==> src/rtl/mbox_tx_pkg.sv <==
// Shared definitions for the mailbox transmit interface.
//   - Wishbone register offsets (decoded on wb_adr_i[3:2])
//   - STATUS bit positions, given as offsets above the level field [FIFO_AW:0]
//   - CTRL bit positions
//   - serialiser state encoding
package mbox_tx_pkg;

  localparam logic [1:0] REG_TX_DATA = 2'd0;
  localparam logic [1:0] REG_STATUS  = 2'd1;
  localparam logic [1:0] REG_CTRL    = 2'd2;
  localparam logic [1:0] REG_TX_CNT  = 2'd3;

  // STATUS flag bit = FIFO_AW + ST_*
  localparam int ST_FULL  = 1;
  localparam int ST_EMPTY = 2;
  localparam int ST_BUSY  = 3;
  localparam int ST_OVF   = 4;
  localparam int ST_MFULL = 5;
  localparam int ST_MAFUL = 6;

  localparam int CTRL_FLUSH   = 0;
  localparam int CTRL_CLR_OVF = 1;
  localparam int CTRL_IRQ_EN  = 2;

  typedef enum logic {
    S_IDLE  = 1'b0,
    S_SHIFT = 1'b1
  } state_e;

endpackage

==> src/rtl/mbox_word_fifo.sv <==
// Synchronous word FIFO, show-ahead read (dout is the head entry).
//   clk, rst_n : clock, synchronous active-low reset
//   push, din  : write; ignored when full unless pop is taken in the same cycle
//   pop, dout  : remove head; ignored when empty
//   flush      : empty the FIFO (wins over push/pop)
//   full, empty, level : occupancy, level is 0..2**AW
module mbox_word_fifo #(
  parameter int DW = 36,
  parameter int AW = 4
) (
  input  logic          clk,
  input  logic          rst_n,
  input  logic          push,
  input  logic          pop,
  input  logic          flush,
  input  logic [DW-1:0] din,
  output logic [DW-1:0] dout,
  output logic          full,
  output logic          empty,
  output logic [AW:0]   level
);
  localparam int DEPTH = 2**AW;

  logic [DW-1:0] mem_q [DEPTH];
  logic [AW:0]   wr_d, wr_q, rd_d, rd_q;
  logic          do_push, do_pop;

  // Extra MSB on the pointers tells full from empty when the indices match.
  assign empty   = (wr_q == rd_q);
  assign full    = (wr_q[AW] != rd_q[AW]) && (wr_q[AW-1:0] == rd_q[AW-1:0]);
  assign level   = wr_q - rd_q;
  assign do_pop  = pop & ~empty;
  assign do_push = push & (~full | do_pop);
  assign dout    = mem_q[rd_q[AW-1:0]];

  always_comb begin
    wr_d = wr_q;
    rd_d = rd_q;
    if (flush) begin
      wr_d = '0;
      rd_d = '0;
    end else begin
      if (do_push) wr_d = wr_q + (AW+1)'(1);
      if (do_pop)  rd_d = rd_q + (AW+1)'(1);
    end
  end

  always_ff @(posedge clk) begin
    if (!rst_n) begin
      wr_q <= '0;
      rd_q <= '0;
    end else begin
      wr_q <= wr_d;
      rd_q <= rd_d;
    end
  end

  // Storage needs no reset; only the pointers define validity.
  always_ff @(posedge clk) begin
    if (do_push && !flush) mem_q[wr_q[AW-1:0]] <= din;
  end

endmodule

==> src/rtl/mbox_tx_if.sv <==
// Wishbone slave feeding a byte-lane mailbox write port.
//   wb_*        : Wishbone slave (registered ack and read data)
//   mbox_wr_o   : mailbox write strobe, mbox_do_o the lane being offered
//   mbox_full_i : mailbox backpressure, mbox_afull_i status only
//   irq_o       : overflow, or (irq_en and nothing left to send)
// CPU words are queued with their byte enables; the serialiser emits the
// enabled lanes least-significant first and skips disabled ones.
module mbox_tx_if
  import mbox_tx_pkg::*;
#(
  parameter int WB_AW         = 4,
  parameter int WB_DW         = 32,
  parameter int WOU_DW        = 8,
  parameter int FIFO_AW       = 4,
  parameter int BLOCK_ON_FULL = 1,
  parameter int CNT_W         = 32
) (
  input  logic                       wb_clk_i,
  input  logic                       wb_rst_ni,
  input  logic                       wb_cyc_i,
  input  logic                       wb_stb_i,
  input  logic                       wb_we_i,
  input  logic [WB_DW/WOU_DW-1:0]    wb_sel_i,
  input  logic [WB_AW-1:2]           wb_adr_i,
  input  logic [WB_DW-1:0]           wb_dat_i,
  output logic [WB_DW-1:0]           wb_dat_o,
  output logic                       wb_ack_o,
  output logic                       mbox_wr_o,
  output logic [WOU_DW-1:0]          mbox_do_o,
  input  logic                       mbox_full_i,
  input  logic                       mbox_afull_i,
  output logic                       irq_o
);
  localparam int NL = WB_DW / WOU_DW;
  localparam int EW = WB_DW + NL;

  logic [1:0]        adr;
  logic              req, tx_wr, stall, acc_wr;
  logic              ack_d, ack_q;
  logic [WB_DW-1:0]  dat_d, dat_q, rdata, status;
  logic              ovf_d, ovf_q, irq_en_d, irq_en_q;
  logic [CNT_W-1:0]  cnt_d, cnt_q;
  state_e            state_d, state_q;
  logic [WB_DW-1:0]  word_d, word_q;
  logic [NL-1:0]     mask_d, mask_q, lane_oh;
  logic [WOU_DW-1:0] lane_dat;
  logic              mbox_wr, busy;
  logic              fifo_push, fifo_pop, fifo_flush, fifo_full, fifo_empty;
  logic [EW-1:0]     fifo_dout;
  logic [FIFO_AW:0]  fifo_level;

  assign adr   = wb_adr_i[3:2];
  assign req   = wb_cyc_i & wb_stb_i;
  assign tx_wr = req & wb_we_i & (adr == REG_TX_DATA);
  assign stall = (BLOCK_ON_FULL != 0) & tx_wr & fifo_full;
  // ack_d high is the accept: the access takes effect on the edge ack rises.
  assign ack_d  = req & ~ack_q & ~stall;
  assign acc_wr = ack_d & wb_we_i;

  assign fifo_push  = acc_wr & (adr == REG_TX_DATA);
  assign fifo_flush = acc_wr & (adr == REG_CTRL) & wb_dat_i[CTRL_FLUSH];

  mbox_word_fifo #(.DW(EW), .AW(FIFO_AW)) u_fifo (
    .clk   (wb_clk_i),
    .rst_n (wb_rst_ni),
    .push  (fifo_push),
    .pop   (fifo_pop),
    .flush (fifo_flush),
    .din   ({wb_sel_i, wb_dat_i}),
    .dout  (fifo_dout),
    .full  (fifo_full),
    .empty (fifo_empty),
    .level (fifo_level)
  );

  // Lowest remaining lane, isolated as a one-hot.
  always_comb begin
    lane_oh  = mask_q & (~mask_q + NL'(1));
    lane_dat = '0;
    for (int k = 0; k < NL; k++)
      if (lane_oh[k]) lane_dat = word_q[k*WOU_DW +: WOU_DW];
  end

  assign mbox_wr   = (state_q == S_SHIFT) & ~mbox_full_i & (|mask_q);
  // Gated so the strobe drops in the very cycle reset is asserted.
  assign mbox_wr_o = mbox_wr & wb_rst_ni;
  assign mbox_do_o = (state_q == S_SHIFT) ? lane_dat : '0;
  assign busy      = (state_q == S_SHIFT) | ~fifo_empty;
  assign irq_o     = ovf_q | (irq_en_q & fifo_empty & (state_q == S_IDLE));
  assign wb_ack_o  = ack_q;
  assign wb_dat_o  = dat_q;

  always_comb begin
    status                     = '0;
    status[FIFO_AW:0]          = fifo_level;
    status[FIFO_AW + ST_FULL]  = fifo_full;
    status[FIFO_AW + ST_EMPTY] = fifo_empty;
    status[FIFO_AW + ST_BUSY]  = busy;
    status[FIFO_AW + ST_OVF]   = ovf_q;
    status[FIFO_AW + ST_MFULL] = mbox_full_i;
    status[FIFO_AW + ST_MAFUL] = mbox_afull_i;
    rdata = '0;
    case (adr)
      REG_STATUS: rdata = status;
      REG_CTRL:   rdata[CTRL_IRQ_EN] = irq_en_q;
      REG_TX_CNT: rdata = WB_DW'(cnt_q);
      default:    rdata = '0;
    endcase
  end

  always_comb begin
    state_d  = state_q;
    word_d   = word_q;
    mask_d   = mask_q;
    cnt_d    = cnt_q;
    ovf_d    = ovf_q;
    irq_en_d = irq_en_q;
    fifo_pop = 1'b0;
    dat_d    = (ack_d & ~wb_we_i) ? rdata : '0;

    case (state_q)
      S_IDLE: if (!fifo_empty) begin
        fifo_pop          = 1'b1;
        {mask_d, word_d}  = fifo_dout;
        state_d           = S_SHIFT;
      end
      S_SHIFT: begin
        if (mbox_wr) begin
          mask_d = mask_q & ~lane_oh;
          cnt_d  = cnt_q + CNT_W'(1);
        end
        // Also retires an all-zero-mask word after one cycle.
        if (mask_d == '0) state_d = S_IDLE;
      end
      default: state_d = S_IDLE;
    endcase

    // Drop-mode push into a full FIFO with no pop this cycle is lost.
    if (fifo_push && fifo_full && !fifo_pop) ovf_d = 1'b1;

    if (acc_wr && adr == REG_CTRL) begin
      irq_en_d = wb_dat_i[CTRL_IRQ_EN];
      if (wb_dat_i[CTRL_CLR_OVF]) ovf_d = 1'b0;
      if (wb_dat_i[CTRL_FLUSH]) begin
        state_d = S_IDLE;
        mask_d  = '0;
      end
    end
    if (acc_wr && adr == REG_TX_CNT) cnt_d = '0;
  end

  always_ff @(posedge wb_clk_i) begin
    if (!wb_rst_ni) begin
      ack_q    <= 1'b0;
      dat_q    <= '0;
      ovf_q    <= 1'b0;
      irq_en_q <= 1'b0;
      cnt_q    <= '0;
      state_q  <= S_IDLE;
      word_q   <= '0;
      mask_q   <= '0;
    end else begin
      ack_q    <= ack_d;
      dat_q    <= dat_d;
      ovf_q    <= ovf_d;
      irq_en_q <= irq_en_d;
      cnt_q    <= cnt_d;
      state_q  <= state_d;
      word_q   <= word_d;
      mask_q   <= mask_d;
    end
  end

endmodule

==> config.mk <==
export PLATFORM = sky130hd
export DESIGN_NAME = mbox_tx_if
export DESIGN_NICKNAME = d
export VERILOG_FILES = /design/src/rtl/mbox_tx_pkg.sv /design/src/rtl/mbox_word_fifo.sv /design/src/rtl/mbox_tx_if.sv
export SDC_FILE = /design/constraint.sdc
export NUM_CORES = 1
export LEC_CHECK = 0
export ABC_AREA = 0
export CAP_MARGIN = 15
export CORE_ASPECT_RATIO = 1.4
export CORE_UTILIZATION = 33
export CTS_CLUSTER_DIAMETER = 120
export CTS_CLUSTER_SIZE = 24
export DETAILED_ROUTE_END_ITERATION = 12
export GPL_TIMING_DRIVEN = 1
export HOLD_SLACK_MARGIN = 0.1
export MAX_ROUTING_LAYER = met4
export SETUP_SLACK_MARGIN = 0.3
export SLEW_MARGIN = 20
export SYNTH_ARGS = -nofsm -noshare
export SYNTH_HDL_FRONTEND = slang
export SYNTH_HIERARCHICAL = 1
export SYNTH_SLANG_ARGS = --single-unit
export TNS_END_PERCENT = 10
==> constraint.sdc <==
create_clock -name wb_clk_i -period 15.4 [get_ports wb_clk_i]
set_input_delay 3.08 -clock wb_clk_i [delete_from_list [all_inputs] [get_ports wb_clk_i]]
set_output_delay 3.08 -clock wb_clk_i [all_outputs]
set_load 0.01 [all_outputs]
* Word level (Yosys, flattened, before mapping)
Memory sizes are Yosys's and may differ from the RTL's. A register that Yosys moved wholly into a read port is not among the register bits. Cells that the tools add are included. Widths: inputs -> output; s select.
Storage, ports and cells: output and inout port bits 43, bits of input ports 45, bits in registers 114, word-level logic and storage cells 98, memories 1, RAM bits 576
Memory list:
- u_fifo.mem_q | depth 16, width 36, rd ports 1, clocked after memory_dff 1, write ports 1, line mbox_word_fifo.sv:24 | logic [DW-1:0] mem_q [DEPTH];
Cells by class: equal/unequal tests 6, add/subtract/negate cells 5, reduce and logical (&&, ||, !) cells 16, mux-type cells 27, bitwise gates (word level) 33
Operators by type and width (number):
- $pmux 29 s2 | 1
- $mux 8 | 5
- $add 32x1->32 const B | 1
- $mux 4 | 7
- $and 1x1->1 | 18
- $add 5x1->5 const B | 2
- $mux 1 | 10
- $and 4x4->4 | 2
- $not 1->1 | 8
- $not 4->4 | 2
- $pmux 4 s2 | 1
- $logic_and 1x1->1 | 6
- $reduce_and 2->1 | 3
- $eq 5x5->1 | 1
- $sub 5x5->5 | 1
- $add 4x1->4 const B | 1
- $eq 2x2->1 const B | 2
- $eq 4x4->1 | 1
- $logic_not 4->1 | 1
- $pmux 2 s2 | 1
- $reduce_or 2->1 | 2
- $reduce_or 4->1 | 1
- $or 1x1->1 | 3
- $pmux 1 s3 | 1
- 5 further kinds | 6

* Logic depth before layout (Yosys ltp)
Gate-level depths: netlist (run 1).
depth after elaboration 13, gate-level depth with buffers 12, gate-level depth less buffers 10

* By module
Netlist (run 1), hierarchy kept.
Modules (own cells, without submodules):
- mbox_word_fifo | instances 1, cells an instance 993, area an instance 22410.2 µm², sequential area each 17576.9 µm²
- mbox_tx_if | instances 1, cells an instance 517, area an instance 4438.0 µm², sequential area each 2082.0 µm²

* Least setup slack after synthesis (run 1)
OpenSTA, ideal clock, no wires.
path type input-to-reg, start input port wb_adr_i[3] (netlist bit), end memory u_fifo.mem_q[0][0], enable pin, required time 14.881 ns, slack 7.470 ns, library setup time 0.519 ns, stages 7, arrival time 7.410 ns, path buffers 2, cells stage by stage clkbuf_1 -> nor2_1 -> nand3_1 -> nor2_1 -> o31ai_1 -> buf_4 -> nor4_1
On the way: elaborated cells on any way between the ends 15, those cells by class eq/ne (1); mux (2); bitwise (9); reduce/logical (3)
RTL lines:
- from (decl) | line mbox_tx_if.sv:24 | input logic [WB_AW-1:2] wb_adr_i,
- $logic_not 2->1 * | line mbox_tx_if.sv:54, mbox_tx_if.sv:60
- $and 1x1->1 | line mbox_tx_if.sv:54 | assign tx_wr = req & wb_we_i & (adr == REG_TX_DATA);
- $and 1x1->1 | line mbox_tx_if.sv:55 | assign stall = (BLOCK_ON_FULL != 0) & tx_wr & fifo_full;
- $not 1->1 | line mbox_tx_if.sv:57 | assign ack_d = req & ~ack_q & ~stall;
- $and 1x1->1 | line mbox_tx_if.sv:57
- $and 1x1->1 | line mbox_tx_if.sv:58 | assign acc_wr = ack_d & wb_we_i;
- $and 1x1->1 * | line mbox_tx_if.sv:60 | assign fifo_push = acc_wr & (adr == REG_TX_DATA);
- named net fifo_push | line mbox_tx_if.sv:48 | logic fifo_push, fifo_pop, fifo_flush, fifo_full, fifo_empty;
- $and 1x1->1 * | line mbox_word_fifo.sv:33 | assign do_push = push & (~full | do_pop);
- $logic_and 1x1->1 * | line mbox_word_fifo.sv:60 | if (do_push && !flush) mem_q[wr_q[AW-1:0]] <= din;
- $mux 1 * | line mbox_word_fifo.sv:60
- $mux 1 (not written as such) * | line mbox_word_fifo.sv:60
- to (decl) | line mbox_word_fifo.sv:24
The timed path passes the listed nets; every way through them passes the cells marked *.

* Final worst setup path (run 1)
start input port wb_rst_ni, end output port mbox_wr_o
On the way: word-level cells in the longest chain between the ends 1
Ends and longest elaborated chain:
- from (decl) | line mbox_tx_if.sv:19 | input logic wb_rst_ni,
- $and 1x1->1 | line mbox_tx_if.sv:86 | assign mbox_wr_o = mbox_wr & wb_rst_ni;
- to (decl) | line mbox_tx_if.sv:28 | output logic mbox_wr_o,
No other way between the ends.

==> results of run 1 <==
==> cell usage after synthesis (all sizes together), types with 9 or more instances <==
cell type / n / area [um2]
nand4: 14 / 124
and2: 25 / 158
nand2b: 15 / 93.8
nor4: 12 / 75.1
xnor2: 14 / 123
nand3: 16 / 85.1
dfxtp: 118 / 2360
nor3: 9 / 45.0
or4: 13 / 101
nand3b: 10 / 75.1
a21oi: 69 / 345
mux4: 144 / 3240
a22oi: 73 / 548
o31ai: 13 / 97.6
mux2i: 17 / 170
buf: 43 / 289
ha: 10 / 125
nand2: 134 / 505
nor2: 52 / 195
o21ai: 11 / 58.8
inv: 15 / 56.3
clkbuf: 40 / 154
edfxtp: 576 / 17300
==> layer usage <==
layer | vias up | global-route usage
met1 | 7282 | 0.183
met4 | 0 | 0.0384
li1 | 6113 | -
met3 | 66 | 0.0179
met5 | - | -
met2 | 373 | 0.261
==> sequential cells by signal, summed over array words and instances (netlist names), named ones only <==
signal / count
u_fifo/mem_q: 576
state_q: 1
irq_en_q: 1
mask_q: 4
word_q: 32
u_fifo/rd_q: 5
ovf_q: 1
u_fifo/wr_q: 5
wb_dat_o: 32
wb_ack_o: 1
cnt_q: 32
==> tightest hold or removal path: stages (launching register included) <==
cell,delay [ns]
dfxtp_1,0.32
nand2_1,0.05
a21oi_1,0.05
==> power by group through the flow <==
stage               Sequential, W  Clock, W  Combinational, W
finish                    0.00203  0.000991         0.0000536
detailed placement        0.00208         0         0.0000542
CTS                       0.00203   0.00103         0.0000544
floorplan                 0.00207         0         0.0000181
global placement          0.00207         0         0.0000510
global route              0.00203   0.00108         0.0000592
==> cells in the final DEF (no fill, tap or decap), drive strengths merged, types with 25 or more instances in the layout <==
cell	netlist	final
edfxtp	576	576
mux4	144	144
nand2	134	134
dfxtp	118	118
clkdlybuf4s50	0	87
a22oi	73	73
a21oi	69	69
clkbuf	40	59
nor2	52	52
buf	43	26
and2	25	25
==> final cells by class <==
cell class	instances	area [um2]
fillers	7351	50600
flip-flops and latches	694	19700
multi-input cells	715	6830
well taps	1062	1330
repair buffers	113	1070
clock buffers	59	966
inverters	18	67.6
clock inverters	1	8.76
==> cells by family (layout without fill, tap and decap cells) <==
logic type	Yosys count	count (layout)	synth area share
buffers and inverters	101	191	0.0190
xor gates and xnor gates	19	19	0.00620
DFF	694	694	0.732
muxes	162	162	0.128
and+or+nand+nor	333	333	0.0633
AOI/OAI and AO/OA	189	189	0.0460
adders and majority gates	12	12	0.00578
==> worst min-delay path by stage <==
stage	start	to	slack [ns]	cells after the start
2_1_floorplan	ovf_q	ovf_q	0.42	2
3_3_place_gp	cnt_q[30]	cnt_q[30]	0.45	2
3_5_place_dp	word_q[17]	word_q[17]	0.45	2
4_1_cts	word_q[17]	word_q[17]	0.47	2
5_1_grt	word_q[19]	word_q[19]	0.49	2
6_report	word_q[17]	word_q[17]	0.46	2
==> through the flow <==
step                setup slack, ns  total power, W  instance area [um2]  cells   util
floorplan                      7.47         0.00209                26800   1510      -
global placement               6.57         0.00213                28900   2602  0.360
detailed placement             6.57         0.00213                28900   2602  0.360
CTS                            6.56         0.00312                29900   2662  0.372
global route                   6.36         0.00318                29900   2662  0.372
finish                         6.53         0.00308                29900   2662  0.372
==> impl_metrics.tcl, run 1 <==
set metrics [dict create \
    route.met2.wl_mm 31.5 \
    leakage_nw 8.84 \
    min_period_ns 8.87 \
    cts_tree "done" \
    grt_max_degree 54 \
    wl_met3_mm 2.83 \
    met1Wirelength_mm 24.5 \
    path_buf_inv 3 \
    port-buffer-count 87 \
    maxSlewViolCount 0 \
    synth.avg_cell_area_um2 17.8 \
    postCtsHoldBufs 0 \
    async_flop_share 0 \
    clock_skew_ns 0.0201 \
    cap_violations 0 \
    drc 0 \
    yosysWarningCount 6 \
    grt_pass1_vias 14100 \
    clkPwrFrac 0.322 \
    drive_gt1_frac 0.151 \
    place_congestion 0.817 \
    dieHeight_um 339 \
    wl_per_cell_um 22.6 \
    cp_top_family "buffers and inverters" \
    crit_path_start "wb_rst_ni" \
    fin_tns_setup_ns 0 \
    die_area_um2 82500 \
    via_count 13800 \
    critPathRequiredTime_ns 12.32 \
    netSwitchingFraction 0.194 \
    cp_max_fo 35 \
    wl_mm 60.1 \
    critical_path.max_stage_delay_ns 0.86 \
    synth_edf_count 576 \
    vias_per_cell 5.20 \
    netlist_instances 1510 \
    rsz0062_at_grt "no" \
    dieWidth_um 243 \
    grt_pass1_wl_mm 89.8 \
    clock_latency_ns 0.58 \
    endpoint "mbox_wr_o" \
    hp-class "reg -> reg" \
    io_pins 88 \
    cp.depth 4 \
    crit_chain "clkdlybuf4s50_1 > clkinv_1 > nor3_1 > clkdlybuf4s50_1" \
    start_util 0.334 \
    seq_area_frac_synth 0.732 \
    r2r_slack_ns 11.06 \
    area_delta_synth_final_pct 11.5 \
    peakVddDrop_mv 0.0726 \
    ant_nets 0 \
    cts_resized 0 \
    cts_root_buffer "clkbuf_16" \
    dr.pass1.iters 5 \
    critPathArrivalTime_ns 5.79 \
    max-slew-margin-rel 0.315 \
    diodes 0 \
    synth_ff_type "edfxtp_1" \
    clock_path_buffers 3 \
    ctsHtreeMaxLevel 2 \
    placementRows 123 \
    clk_pin_slew_worst_paths_ns 0.10 \
    critPathLaunchType "input pin" \
    top_layer "met4" \
    power_density_nw_per_um2 103 \
    fin_nets 1632 \
    worst_pin_slew_ns 1.03 \
    synth_seq_cells 694 \
    hold_viol_final 0 \
    drtIter0Drc 1140 \
    r2r-end "u_fifo/mem_q[9][22]" \
    path_class "in -> out" \
    holdWs_ns 0.463 \
    cts_buffers 34 \
    seq_power_share 0.660 \
    intPower_w 0.00248 \
    switching_power_w 0.000597 \
    fmax_ghz 0.113 \
    gr-usage-all-layers 0.149 \
    ff2ff_path_depth 9 \
    p_comb_frac 0.017 \
    r2r_start "u_fifo/wr_q[2]" \
    finalSetupViolCount 0 \
    cts.sinks 694 \
    syn-num-nets 1566 \
    core_um2 80500 \
    antenna_found_initial 1 \
    post-cts-setup-buffer-count 0 \
    worst_setup_path_end_kind "output pin" \
    cp_common_cell "clkdlybuf4s50_1" \
    final.period_utilization 0.576 \
    hpwl_mm 32.9 \
    overflow 0 \
    ys_types 59 \
    status "completed" \
    netlist_area_um2 26800 \
    crit_slowest_cell "clkinv_1" \
]
Power figures use the tool's default switching activity.
==> run 2: changes to the inputs <==
- clock period: 15.4 -> 9.2 ns (I/O delays scaled with it)
==> run 2 against run 1 <==
Compared with the run above: via count is 0.82% lower; largest power group unchanged; global-route usage is 0.16 points lower; clock skew is 0.0074 ns higher; critical path depth stayed put.
==> impl_metrics.tcl, run 2 (synthesis results as in run 1) <==
set metrics [dict create \
    status "completed" \
    vias_per_cell 5.15 \
    maxSlewViolCount 0 \
    clock_path_buffers 3 \
    cap_violations 0 \
    peakVddDrop_mv 0.126 \
    path_buf_inv 3 \
    hold_start "word_q[18]" \
    io_pins 88 \
    die_area_um2 82500 \
    layout_common_cells "edfxtp_1, mux4_2, nand2_1" \
    cts_tree "done" \
    critical_path.max_stage_delay_ns 0.87 \
    cp_common_cell "clkdlybuf4s50_1" \
    dieHeight_um 339 \
    core_um2 80500 \
    r2r-end "u_fifo/mem_q[15][5]" \
    overflow 0 \
    worst_setup_path_end_kind "output pin" \
    place_congestion 0.823 \
    worst_pin_slew_ns 1.01 \
    max-slew-margin-rel 0.322 \
    min_period_ns 6.36 \
    grt_pass1_vias 14200 \
    instances_no_fill 2663 \
    fmax_ghz 0.157 \
    ctsHtreeMaxLevel 2 \
    hpwl_mm 32.9 \
    antenna_found_initial 0 \
    wl_per_cell_um 22.2 \
    postCtsHoldBufs 0 \
    final_common_cell "edfxtp_1" \
    grt_pass1_wl_mm 89.6 \
    total_power_w 0.00516 \
    hp-class "reg -> reg" \
    final.period_utilization 0.691 \
    via_count 13700 \
    drc 0 \
    finalSetupViolCount 0 \
    cp_top_family "buffers and inverters" \
    wl_mm 59.1 \
    diodes 0 \
    cts.sinks 694 \
    leakage_nw 8.84 \
    crit_slowest_cell "clkinv_1" \
    grt_max_degree 53 \
    design_area_um2 29900 \
    cts_root_buffer "clkbuf_16" \
    placedInstanceArea_um2 29000 \
    drtIter0Drc 1142 \
    dieWidth_um 243 \
    clock_skew_ns 0.0275 \
    crit_chain "clkdlybuf4s50_1 > clkinv_1 > nor3_1 > clkdlybuf4s50_1" \
    post-cts-setup-buffer-count 0 \
    critPathRequiredTime_ns 7.36 \
    fin_nets 1633 \
    largest_reg_flops 576 \
    holdPathEnd "word_q[18]" \
    finish.utilization 0.372 \
    cts_buffers 34 \
    rsz0062_at_grt "no" \
    gr-usage-all-layers 0.148 \
    path_class "in -> out" \
    power_density_nw_per_um2 172 \
    ff2ff_path_depth 11 \
    cp_max_fo 35 \
    placementRows 123 \
    dp_cells 2603 \
    clock_latency_ns 0.58 \
    drive_gt1_frac 0.152 \
    port-buffer-count 87 \
    critPathArrivalTime_ns 4.52 \
    fin_tns_setup_ns 0 \
    dr.pass1.iters 5 \
    start_util 0.334 \
    hold_viol_final 0 \
    r2r_start "u_fifo/wr_q[2]" \
    area_delta_synth_final_pct 11.5 \
    clk_pin_slew_worst_paths_ns 0.09 \
    critPathLaunchType "input pin" \
    cts_resized 0 \
    min_path_cells 2 \
    r2r_slack_ns 4.84 \
    ant_nets 0 \
]
[run 2: changes by cell type in the layout (fill, tap and decap cells not counted), sizes merged]
| cell | change |
|---|---|
| clkinv | +1 |
| inv | -1 |
| buf | +1 |
[run 2: stage by stage]
| step | hold slack, ns | setup WS (ns) |
|---|---|---|
| after floorplan | 0.425 | 2.51 |
| after global placement | 0.445 | 2.88 |
| after detailed placement | 0.450 | 2.94 |
| after CTS | 0.464 | 2.93 |
| after global routing | 0.481 | 2.76 |
| final | 0.463 | 2.84 |
[run 2: per-layer routing]
layer | routed length [um] | track usage
met1 | 23800 | 0.177
met2 | 31100 | 0.257
met3 | 2660 | 0.0218
met4 | 1560 | 0.0440
met5 | 0 | -
[run 2: power by group]
| group | internal (W) | switching [W] | total, W | leakage [nW] |
|---|---|---|---|---|
| clock network | 0.000719 | 0.000946 | 0.00166 | 0.461 |
| registers | 0.00340 | 0.00000399 | 0.00340 | 6.13 |
| logic | 0.0000289 | 0.0000621 | 0.0000910 | 2.25 |
| total | 0.00414 | 0.00101 | 0.00516 | 8.84 |
[run 2: worst max-delay path by stage]
stage	start	endpoint	slack, ns	cells past startpoint
3_5_place_dp	wb_rst_ni	mbox_wr_o	2.94	4
4_1_cts	wb_rst_ni	mbox_wr_o	2.93	4
5_1_grt	wb_rst_ni	mbox_wr_o	2.76	4
3_3_place_gp	wb_rst_ni	mbox_wr_o	2.88	4
2_1_floorplan	wb_adr_i[3]	u_fifo/mem_q[0][0]	2.51	7
6_report	wb_rst_ni	mbox_wr_o	2.84	4
[run 2: cell type report]
class / instances / area [um2]
fillers: 7358 / 50500
repair buffers: 114 / 1070
inverters: 18 / 67.6
flip-flops and latches: 694 / 19700
clock buffers: 59 / 955
clock inverters: 1 / 16.3
multi-input cells: 715 / 6830
well taps: 1062 / 1330
[run 2: tightest hold or removal path, stage by stage, from the launching register on]
cell,delay [ns]
dfxtp_1,0.32
nand2_1,0.05
a21oi_1,0.05
==> run 3: changes to the inputs <==
- clock period: 9.2 -> 5.3 ns (I/O delays scaled with it)
==> run 3 against run 2 <==
Compared with the run above: utilization increased by 0.20 points; register-to-register slack got worse by 3.6 ns; largest power group unchanged; hold slack improved by 0.0053 ns; global-route usage increased by 0.54 points; sequential share of layout area decreased by 0.35 points; total power increased by 74%; sequential cell count unchanged; sequential power increased by 74%; combinational power increased by 84%; wire length increased by 3.7%; die area unchanged.
==> impl_metrics.tcl, run 3 (synthesis results as in run 1) <==
set metrics [dict create \
    drive_gt1_frac 0.159 \
    clock_latency_ns 0.58 \
    cts_resized 0 \
    placedInstanceArea_um2 29100 \
    critPathArrivalTime_ns 3.24 \
    cts_root_buffer "clkbuf_16" \
    critPathLaunchType "flop" \
    grt_pass1_wl_mm 91.8 \
    rsz0062_at_grt "no" \
    r2r_start "u_fifo/wr_q[2]" \
    dieHeight_um 339 \
    critical_path.max_stage_delay_ns 0.62 \
    met1Wirelength_mm 24.0 \
    route.met2.wl_mm 32.6 \
    hpwl_mm 38.2 \
    vias_per_cell 5.15 \
    status "completed" \
    place_congestion 0.834 \
    fmax_ghz 0.233 \
    regArea_um2 19700 \
    clock_path_buffers 3 \
    dp_cells 2616 \
    setup_slack_ns 0.999 \
    grt_pass1_vias 14200 \
    peakVddDrop_mv 0.191 \
    overflow 0 \
    fin_tns_setup_ns 0 \
    hold_viol_final 0 \
    clk_pin_slew_worst_paths_ns 0.10 \
    drc 0 \
    io_pins 88 \
    hp-class "reg -> reg" \
    design_area_um2 30100 \
    fin_nets 1646 \
    crit_path_start "u_fifo/wr_q[2]" \
    path_class "reg -> out" \
    final_common_cell "edfxtp_1" \
    die_area_um2 82500 \
    worst_pin_slew_ns 0.896 \
    via_count 13800 \
    dieWidth_um 243 \
    wl_mm 61.3 \
    antenna_found_initial 2 \
    grt_max_degree 42 \
    fillers 7357 \
    max-slew-margin-rel 0.400 \
    crit_slowest_cell "dfxtp_1" \
    area_delta_synth_final_pct 12.1 \
    port-buffer-count 87 \
    dr.pass1.iters 5 \
    post-cts-setup-buffer-count 0 \
    largest_reg_flops 576 \
    final.period_utilization 0.811 \
    leakage_nw 8.93 \
    clock_skew_ns 0.0173 \
    maxSlewViolCount 0 \
    finalSetupViolCount 0 \
    cap_violations 0 \
    drtIter0Drc 1080 \
    core_um2 80500 \
    multi_input_area_um2 6820 \
    wl_per_cell_um 22.9 \
    finish.utilization 0.374 \
    instances_no_fill 2679 \
    wl_met3_mm 2.64 \
    min_period_ns 4.30 \
    cp_max_fo 11 \
    critPathRequiredTime_ns 4.24 \
    hold_start "word_q[2]" \
    ctsHtreeMaxLevel 2 \
    cts_tree "done" \
    start_util 0.334 \
    crit_chain "ha_1 > nand4_1 > nor2_1 > nor2b_1 > a21o_1 > clkdlybuf4s50_1" \
    dp_worst_setup_slack_ns 1.20 \
    cts.sinks 694 \
    worst_setup_path_end_kind "output pin" \
    placementRows 123 \
    power_density_nw_per_um2 299 \
    layout_common_cells "edfxtp_1, mux4_2, nand2_1" \
    top_layer "met4" \
    gr-usage-all-layers 0.153 \
    cts_buffers 34 \
    ant_nets 0 \
    postCtsHoldBufs 0 \
]
run 3: metrics by stage:
step	hold slack (ns)	total power, W
2_1_floorplan	0.425	0.00608
3_3_place_gp	0.445	0.00619
3_5_place_dp	0.455	0.00620
4_1_cts	0.470	0.00911
5_1_grt	0.489	0.00928
6_report	0.468	0.00900
run 3: cell type report:
cell class / instances / share of cell area
diodes: 2 / 0.000166
multi-input cells: 715 / 0.227
flip-flops and latches: 694 / 0.653
clock buffers: 60 / 0.0325
repair buffers: 127 / 0.0406
inverters: 18 / 0.00224
well taps: 1062 / 0.0441
clock inverters: 1 / 0.000291
run 3: worst paths after layout:
| check | to | slack, ns | cells past startpoint |
|---|---|---|---|
| min reg2reg | word_q[2] | 0.47 | 2 |
| min | word_q[2] | 0.47 | 2 |
| max | irq_o | 1.0 | 6 |
| max reg2reg | u_fifo/mem_q[5][20] | 1.26 | 10 |
run 3: power by group:
part | switching, W | internal [W] | total [W] | leakage (nW)
Clock | 0.00165 | 0.00128 | 0.00292 | 0.471
Combinational | 0.000116 | 0.0000512 | 0.000167 | 2.33
Sequential | 0.00000703 | 0.00590 | 0.00590 | 6.13
Total | 0.00177 | 0.00723 | 0.00900 | 8.93
run 3: critical path, delay by kind of cell, from the launching register on:
family                   cells  cell delay (ns)
AO/OA/AOI/OAI                1             0.17
adder cells (fa/ha/maj)      1             0.30
buffers and inverters        1             0.53
flip-flops                   1             0.62
AND/OR/NAND/NOR              3             1.04
run 3: metal layers:
metal | track usage | up-vias
li1 | - | 6146
met2 | 0.270 | 347
met5 | - | -
met1 | 0.178 | 7202
met4 | 0.0540 | 0
met3 | 0.0198 | 92
